## src/rtl/inversek_sched.sv

```systemverilog
// Round-robin sequencer for a single shared inversek core: it accepts one (x, y) job,
// resets and runs the core for CORE_LATENCY cycles, then returns theta1/theta2 tagged with the requester ID.
module inversek_sched #(
  parameter int unsigned BIT_WIDTH    = 32,
  parameter int unsigned CORE_LATENCY = 220
) (
  input  logic                 clock,
  input  logic                 rst,
  input  logic                 req0_valid,
  output logic                 req0_ready,
  input  logic [BIT_WIDTH-1:0] req0_x,
  input  logic [BIT_WIDTH-1:0] req0_y,
  input  logic                 req1_valid,
  output logic                 req1_ready,
  input  logic [BIT_WIDTH-1:0] req1_x,
  input  logic [BIT_WIDTH-1:0] req1_y,
  output logic                 resp_valid,
  input  logic                 resp_ready,
  output logic                 resp_id,
  output logic [BIT_WIDTH-1:0] resp_theta1,
  output logic [BIT_WIDTH-1:0] resp_theta2,
  output logic                 core_rst,
  output logic [BIT_WIDTH-1:0] core_x,
  output logic [BIT_WIDTH-1:0] core_y,
  input  logic [BIT_WIDTH-1:0] core_theta1,
  input  logic [BIT_WIDTH-1:0] core_theta2,
  output logic                 busy
);

  localparam int unsigned CW = $clog2(CORE_LATENCY + 1);

  typedef enum logic [1:0] {IDLE, LOAD, RUN, DONE} state_t;

  state_t               state_q, state_d;
  logic [CW-1:0]        cnt_q, cnt_d;
  logic                 last_grant_q, last_grant_d;
  logic                 resp_valid_q, resp_valid_d;
  logic                 resp_id_q, resp_id_d;
  logic [BIT_WIDTH-1:0] theta1_q, theta1_d;
  logic [BIT_WIDTH-1:0] theta2_q, theta2_d;
  logic [BIT_WIDTH-1:0] core_x_q, core_x_d;
  logic [BIT_WIDTH-1:0] core_y_q, core_y_d;
  logic                 grant0, grant1;

  // On contention the requester that was not served last wins.
  assign grant0 = req0_valid & (~req1_valid | last_grant_q);
  assign grant1 = req1_valid & (~req0_valid | ~last_grant_q);

  assign req0_ready  = (state_q == IDLE) & grant0 & rst;
  assign req1_ready  = (state_q == IDLE) & grant1 & rst;
  assign core_rst    = (state_q == IDLE) | (state_q == LOAD);
  assign busy        = (state_q != IDLE);
  assign resp_valid  = resp_valid_q;
  assign resp_id     = resp_id_q;
  assign resp_theta1 = theta1_q;
  assign resp_theta2 = theta2_q;
  assign core_x      = core_x_q;
  assign core_y      = core_y_q;

  always_comb begin
    state_d      = state_q;
    cnt_d        = cnt_q;
    last_grant_d = last_grant_q;
    resp_valid_d = resp_valid_q;
    resp_id_d    = resp_id_q;
    theta1_d     = theta1_q;
    theta2_d     = theta2_q;
    core_x_d     = core_x_q;
    core_y_d     = core_y_q;
    unique case (state_q)
      IDLE: begin
        if (req0_valid && req0_ready) begin
          core_x_d     = req0_x;
          core_y_d     = req0_y;
          resp_id_d    = 1'b0;
          last_grant_d = 1'b0;
          state_d      = LOAD;
        end else if (req1_valid && req1_ready) begin
          core_x_d     = req1_x;
          core_y_d     = req1_y;
          resp_id_d    = 1'b1;
          last_grant_d = 1'b1;
          state_d      = LOAD;
        end
      end
      LOAD: begin
        cnt_d   = '0;
        state_d = RUN;
      end
      RUN: begin
        cnt_d = cnt_q + CW'(1);
        if (cnt_q == CW'(CORE_LATENCY - 1)) begin
          theta1_d     = core_theta1;
          theta2_d     = core_theta2;
          resp_valid_d = 1'b1;
          state_d      = DONE;
        end
      end
      DONE: begin
        if (resp_ready) begin
          resp_valid_d = 1'b0;
          state_d      = IDLE;
        end
      end
      default: state_d = IDLE;
    endcase
  end

  always_ff @(posedge clock or negedge rst) begin
    if (!rst) begin
      state_q      <= IDLE;
      cnt_q        <= '0;
      last_grant_q <= 1'b1;
      resp_valid_q <= 1'b0;
      resp_id_q    <= 1'b0;
      theta1_q     <= '0;
      theta2_q     <= '0;
      core_x_q     <= '0;
      core_y_q     <= '0;
    end else begin
      state_q      <= state_d;
      cnt_q        <= cnt_d;
      last_grant_q <= last_grant_d;
      resp_valid_q <= resp_valid_d;
      resp_id_q    <= resp_id_d;
      theta1_q     <= theta1_d;
      theta2_q     <= theta2_d;
      core_x_q     <= core_x_d;
      core_y_q     <= core_y_d;
    end
  end

endmodule

```

## config.mk

```make
export PLATFORM = sky130hd
export DESIGN_NAME = inversek_sched
export DESIGN_NICKNAME = d
export VERILOG_FILES = /design/src/rtl/inversek_sched.sv
export SDC_FILE = /design/constraint.sdc
export NUM_CORES = 1
export LEC_CHECK = 0
export BUFFER_PORTS_ARGS = -buffer_cell sky130_fd_sc_hd__buf_2
export CAP_MARGIN = 40
export CORE_AREA = 2 2 129 131
export DETAILED_ROUTE_END_ITERATION = 7
export DIE_AREA = 0 0 131 133
export GPL_TIMING_DRIVEN = 0
export PLACE_DENSITY = 0.69
export RECOVER_POWER = 50
export SYNTH_ARGS = -nofsm -noshare
export SYNTH_HDL_FRONTEND = slang
export SYNTH_SLANG_ARGS = --single-unit
export TNS_END_PERCENT = 20
```

## constraint.sdc

```tcl
create_clock -name clock -period 3.1 [get_ports clock]
set_input_delay 0 -clock clock [delete_from_list [all_inputs] [get_ports clock]]
set_output_delay 0 -clock clock [all_outputs]
set_load 0.03 [all_outputs]
```

==> results of run 1 <==
==> final cells by class <==
| type | instances | area, µm² |
|---|---|---|
| Clock inverter | 13 | 166 |
| Multi-Input combinational cell | 382 | 2230 |
| Buffer | 37 | 204 |
| Sequential cell | 141 | 3530 |
| Timing Repair Buffer | 524 | 3430 |
| Inverter | 8 | 30.0 |
| Clock buffer | 18 | 429 |
| Tap cell | 220 | 275 |
| Fill cell | 1293 | 5870 |
==> metal layers <==
metal / vias to the layer above / wire, µm
li1: 3011 / -
met1: 3114 / 8620
met2: 324 / 11100
met3: 101 / 1600
met4: 0 / 1210
met5: - / 0
==> state kept, by name (all words and copies together) (netlist names) <==
name and flops:
core_x 32, core_y 32, resp_theta1 32, resp_theta2 32
cnt_q 8, state_q 2, last_grant_q 1, resp_id 1
resp_valid 1
==> critical path: cells and delay by family, from the launching register on <==
| kind | cells | cell delay [ps] |
|---|---|---|
| fa+ha+maj | 1 | 250 |
| compound gates | 1 | 150 |
| flops | 1 | 400 |
| buf+inv | 4 | 1530 |
| simple gates | 3 | 460 |
==> through the flow <==
stage / hold slack, ps / setup TNS [ps] / setup WS, ps / power, mW
3_5_place_dp: 27.7 / 0 / 816 / 2.04
3_3_place_gp: 215 / -58670 / -986 / 2.03
5_1_grt: 118 / 0 / 10.6 / 4.36
2_1_floorplan: -296 / 0 / 1300 / 1.88
4_1_cts: 30.0 / 0 / 280 / 4.26
6_report: 55.1 / 0 / 247 / 4.22
==> worst min path at each step <==
| stage | slack (ps) | endpoint | start |
|---|---|---|---|
| 2_1_floorplan | -300 | cnt_q[0]$_DFFE_PN0P_ | rst |
| 3_3_place_gp | 210 | resp_theta1[15]$_DFFE_PN0P_ | core_theta1[15] |
| 3_5_place_dp | 30 | core_x[11]$_DFFE_PN0P_ | rst |
| 4_1_cts | 30 | resp_valid$_DFFE_PN0P_ | resp_ready |
| 5_1_grt | 120 | resp_valid$_DFFE_PN0P_ | resp_ready |
| 6_report | 60 | resp_valid$_DFFE_PN0P_ | resp_ready |
==> power by group <==
| group | internal, mW | leakage (nW) | total [mW] | switching, mW |
|---|---|---|---|---|
| Clock | 1.27 | 0.283 | 2.08 | 0.814 |
| Combinational | 0.195 | 3.07 | 0.301 | 0.106 |
| Sequential | 1.84 | 1.94 | 1.84 | 0 |
==> Yosys cell counts, drive strengths merged <==
cell type	count
nand4b	1
nand3	6
nand2b	1
nand2	77
and2	1
clkbuf	10
or3	1
xnor2	1
a221oi	1
nand4	1
ha	6
or2	1
dfrtp	140
a21oi	135
nor3	4
nor2	67
mux2i	1
inv	8
o21ai	6
a21o	2
o2bb2ai	1
nor2b	2
nand3b	1
buf	27
mux2	64
xor2	1
dfstp	1
a31o	1
==> cell families after synthesis <==
kind of cell | Yosys count | share of synthesized area (%)
AO/OA/AOI/OAI | 146 | 12.6
adder cells (fa/ha/maj) | 6 | 1.25
AND/OR/NAND/NOR | 163 | 10.9
multiplexers | 65 | 12.2
XOR/XNOR | 2 | 0.292
buffers and inverters | 45 | 3.90
flip-flops | 141 | 58.9
==> flow_summary_export.csv, run 1 <==
group,metric,value,unit
run_status,status,"finished with violations",
run_status,violations,"capacitance limit, slew limit",
setup_path,critPathCapture,"core_x[29]$_DFFE_PN0P_",
clocking,cts_resized,0,
final_layout,n_antenna_cell,0,
synthesis,ys_seq_area_share,58.9,%
timing,maxSlewViolCount,84,
grt,grt_pass1_vias,6973,
setup_path,slowest_delay,600,ps
power,powerDensity,410,mW/mm²
grt,grt_util_all_layers,25.8,%
die,start_util,37.1,%
routing,vias_per_cell,4.88,
timing,rsz0062_at_grt,"no",
grt,met1_usage,29.1,%
setup_path,cp_data_required_time,3450,ps
final_layout,drive_gt1_share,24.7,%
final_layout,layout.nets,1314,
flow_run,drv_cap,1,
clocking,cts_tree,"built",
min_path,hp-class,"in -> reg",
grt,antenna_found_initial,0,
timing,worst_pin_slew,1990,ps
power,p_leak,5.30,nW
setup_path,cp-startpoint,"state_q[0]$_DFFE_PN0P_",
die,die_w,131,µm
grt,global_route.overflow_total,0,
setup_path,critPathSlowestCell,"clkbuf_1",
setup_path,rr_startpoint,"state_q[0]$_DFFE_PN0P_",
die,core-area,0.0162,mm²
setup_path,path_class,"reg -> reg",
routing,ant_nets,0,
grt,grt_pass1_wl,34500,µm
final_layout,area_growth,71.8,%
synthesis,synth_largest_area_cell,"dfrtp_1",
grt,grt_busiest_layer,"met2",
routing,drt-total-wl,22600,µm
setup_path,endpoint_kind,"register",
final_layout,final_cells,1343,
clocking,clk_latency,420,ps
timing,skew,7.76,ps
die,ios,331,
place,gp_congestion,0.820,
timing,timing.final.hold_violations,0,
clocking,clock-sinks,141,
setup_path,ff2ff_path_depth,9,
timing,period_needed,2850,ps
clocking,htreeDepth,4,
min_path,worst_hold_path.num_cells,5,
final_layout,layout_commonest_cell,"buf_2",
setup_path,worstPathArrival,3210,ps
final_layout,finalInstanceArea,0.0103,mm²
synthesis,ys_top_cells_by_area,"dfrtp_1, a21oi_1, mux2_1",
setup_path,r2r_slack,250,ps
timing,setup_viol,0,
die,dieArea,0.0174,mm²
timing,fmax,351,MHz
clocking,cts_setup_buffers,0,
clocking,holdBufCountCts,193,
grt,gr-usage-met3,6.35,%
place,place_hpwl,13900,µm
synthesis,yosys_warnings,0,
setup_path,cp_max_fo,10,
power,vdd_drop_max,352,µV
clocking,cts_max_path_buffers,2,
final_layout,mostFrequentLayoutCells,"buf_2, dlygate4sd3_1, clkbuf_1, dfrtp_1, a21oi_1",
synthesis,synth_top_cell_area_share,58.4,%
synthesis,synth_area,0.00600,mm²
timing,timing.final.crit_share,92.0,%
place,io_buffers,330,
final_layout,fin_util,63.7,%
setup_path,r2r_end,"core_x[29]$_DFFE_PN0P_",
setup_path,cp-start-kind,"register",
grt,grt_max_degree,84,
routing,drc,0,
die,die_y,133,µm
synthesis,synthDistinctLibCells,34,
die,num_rows,47,
routing,num_vias,6550,
routing,drt_first_pass_iters,5,
synthesis,avgSynthCellArea,10.6,µm²
routing,drtIter0Drc,290,
clocking,clkTransAtPathRegs,60,ps
setup_path,path_cells,"inv_1 > ha_1 > and2_1 > nand3_1 > buf_2 > clkbuf_1 > nand2_1 > a21oi_1 > dlygate4sd3_1",
timing,slew_headroom,-32.6,%
place,place_inst,1119,
place,dpl_cell_area,0.00796,mm²
synthesis,synthesis.nets,771,
synthesis,ys_ff_latch,141,
routing,wl_per_cell,16.8,µm
synthesis,syn_inst,568,
clocking,cts_made_buffers,17,
clocking,cts-root-buf,"clkbuf_16",
grt,met2_usage,43.4,%
(Power assumes the default switching activity.)
==> run 2: changes to the inputs <==
==> constraint.sdc (replaced) <==
create_clock -name clock -period 3.1 [get_ports clock]
set_input_delay 0.155 -clock clock [delete_from_list [all_inputs] [get_ports clock]]
set_output_delay 0.155 -clock clock [all_outputs]
set_load 0.03 [all_outputs]
==> flow_summary_export.csv, run 2 (synthesis results as in run 1) <==
group,metric,value,unit
run_status,status,"finished with violations",
run_status,violations,"capacitance limit, slew limit",
final_layout,final_cells,1271,
die,die_y,133,µm
die,core-area,0.0162,mm²
clocking,htreeDepth,4,
place,gp_congestion,0.820,
power,p_leak,4.82,nW
die,ios,331,
routing,vias_per_cell,4.81,
routing,drt-total-wl,21000,µm
clocking,clk_latency,420,ps
final_layout,finalInstanceArea,0.00958,mm²
final_layout,drive_gt1_share,26.4,%
routing,drt_first_pass_iters,6,
setup_path,cp-start-kind,"input port",
timing,period_needed,2770,ps
timing,fmax,360,MHz
final_layout,n_antenna_cell,0,
timing,setup_viol,0,
timing,fin_ws,326,ps
place,io_buffers,330,
final_layout,mostFrequentLayoutCells,"buf_2, clkbuf_1, dfrtp_1, a21oi_1, dlygate4sd3_1",
final_layout,layout.nets,1242,
min_path,worst_hold_path.num_cells,3,
flow_run,drv_cap,1,
die,dieArea,0.0174,mm²
timing,slew_headroom,-20.8,%
die,die_w,131,µm
routing,drc,0,
timing,rsz0062_at_grt,"no",
setup_path,worstPathArrival,2620,ps
grt,grt_pass1_vias,6316,
place,dpl_cell_area,0.00796,mm²
grt,grt_util_all_layers,23.9,%
clocking,cts-root-buf,"clkbuf_16",
setup_path,cp_max_fo,61,
clocking,clkTransAtPathRegs,60,ps
clocking,cts_max_path_buffers,2,
power,finalPower,4.21,mW
setup_path,path_class,"in -> out",
final_layout,area_growth,59.7,%
routing,drtIter0Drc,300,
place,place_inst,1119,
timing,worst_pin_slew,1810,ps
routing,ant_nets,0,
routing,num_vias,6118,
final_layout,layout_commonest_cell,"buf_2",
grt,antenna_found_initial,1,
timing,hold-worst-slack,11.1,ps
die,num_rows,47,
routing,wl_per_cell,16.6,µm
min_path,hp-class,"in -> reg",
grt,grt_max_degree,84,
setup_path,cp_data_required_time,2940,ps
clocking,cts_tree,"built",
final_layout,nFillCells,1396,
grt,global_route.overflow_total,0,
setup_path,ff2ff_path_depth,8,
power,vdd_drop_max,353,µV
timing,skew,13.4,ps
place,place_ws,816,ps
timing,timing.final.crit_share,89.5,%
power,powerDensity,439,mW/mm²
timing,timing.final.hold_violations,0,
timing,maxSlewViolCount,84,
grt,grt_pass1_wl,31800,µm
clocking,cts_made_buffers,17,
setup_path,endpoint_kind,"output pin",
clocking,clock-sinks,141,
die,start_util,37.1,%
place,place_hpwl,13900,µm
run 2: cell count changes in the layout (fill, tap and decap cells not counted):
cell | before | now
dlygate4sd3_1 | 193 | 121
buf_2 | 218 | 219
clkbuf_2 | 1 | 0
run 2: final timing paths:
check	slack (ps)	endpoint	start
hold reg to reg	480	last_grant_q$_DFFE_PN1P_	last_grant_q$_DFFE_PN1P_
min in group asynchronous	280	core_y[25]$_DFFE_PN0P_	rst
setup / recovery	330	req0_ready	rst
setup reg to reg	800	core_x[24]$_DFFE_PN0P_	state_q[0]$_DFFE_PN0P_
hold / removal	10	core_y[30]$_DFFE_PN0P_	req0_y[30]
max in group asynchronous	650	resp_theta1[31]$_DFFE_PN0P_	rst
run 2: final cells by class:
| class | instances | area [µm²] | share of cell area [%] |
|---|---|---|---|
| clock inverter | 13 | 166 | 1.74 |
| clock buffer | 18 | 429 | 4.48 |
| timing repair buffer | 452 | 2710 | 28.3 |
| multi-input combinational | 382 | 2230 | 23.3 |
| tap | 220 | 275 | 2.87 |
| buffer | 37 | 204 | 2.13 |
| inverter | 8 | 30.0 | 0.314 |
| sequential | 141 | 3530 | 36.9 |
run 2: power by group:
group	switching, mW	internal, mW
clock network	0.809	1.27
logic	0.103	0.188
registers	0	1.84
run 2: worst max-delay path: stages:
cell,delay (ps)
dlygate4sd3_1,550
buf_6,440
and2_1,240
nand3_1,170
inv_2,80
clkbuf_1,580
buf_2,340
run 2: routing by layer:
layer / wire, µm / global-route usage, %
met4: 869 / 11.9
met2: 10400 / 40.2
met1: 8140 / 27.7
met5: 13 / 0
met3: 1610 / 6.35
run 2: stage by stage:
stage | setup TNS, ps | utilization, %
6_report | 0 | 59.2
5_1_grt | 0 | 59.2
3_5_place_dp | 0 | 49.2
2_1_floorplan | 0 | -
3_3_place_gp | -91530 | 49.0
4_1_cts | 0 | 60.4
run 2: repair_timing:
action | in CTS | in global routing
resized for setup | 0 | 0
hold endpoints to repair | 177 | 0
hold buffers | 121 | 0
buffers inserted | 0 | 0
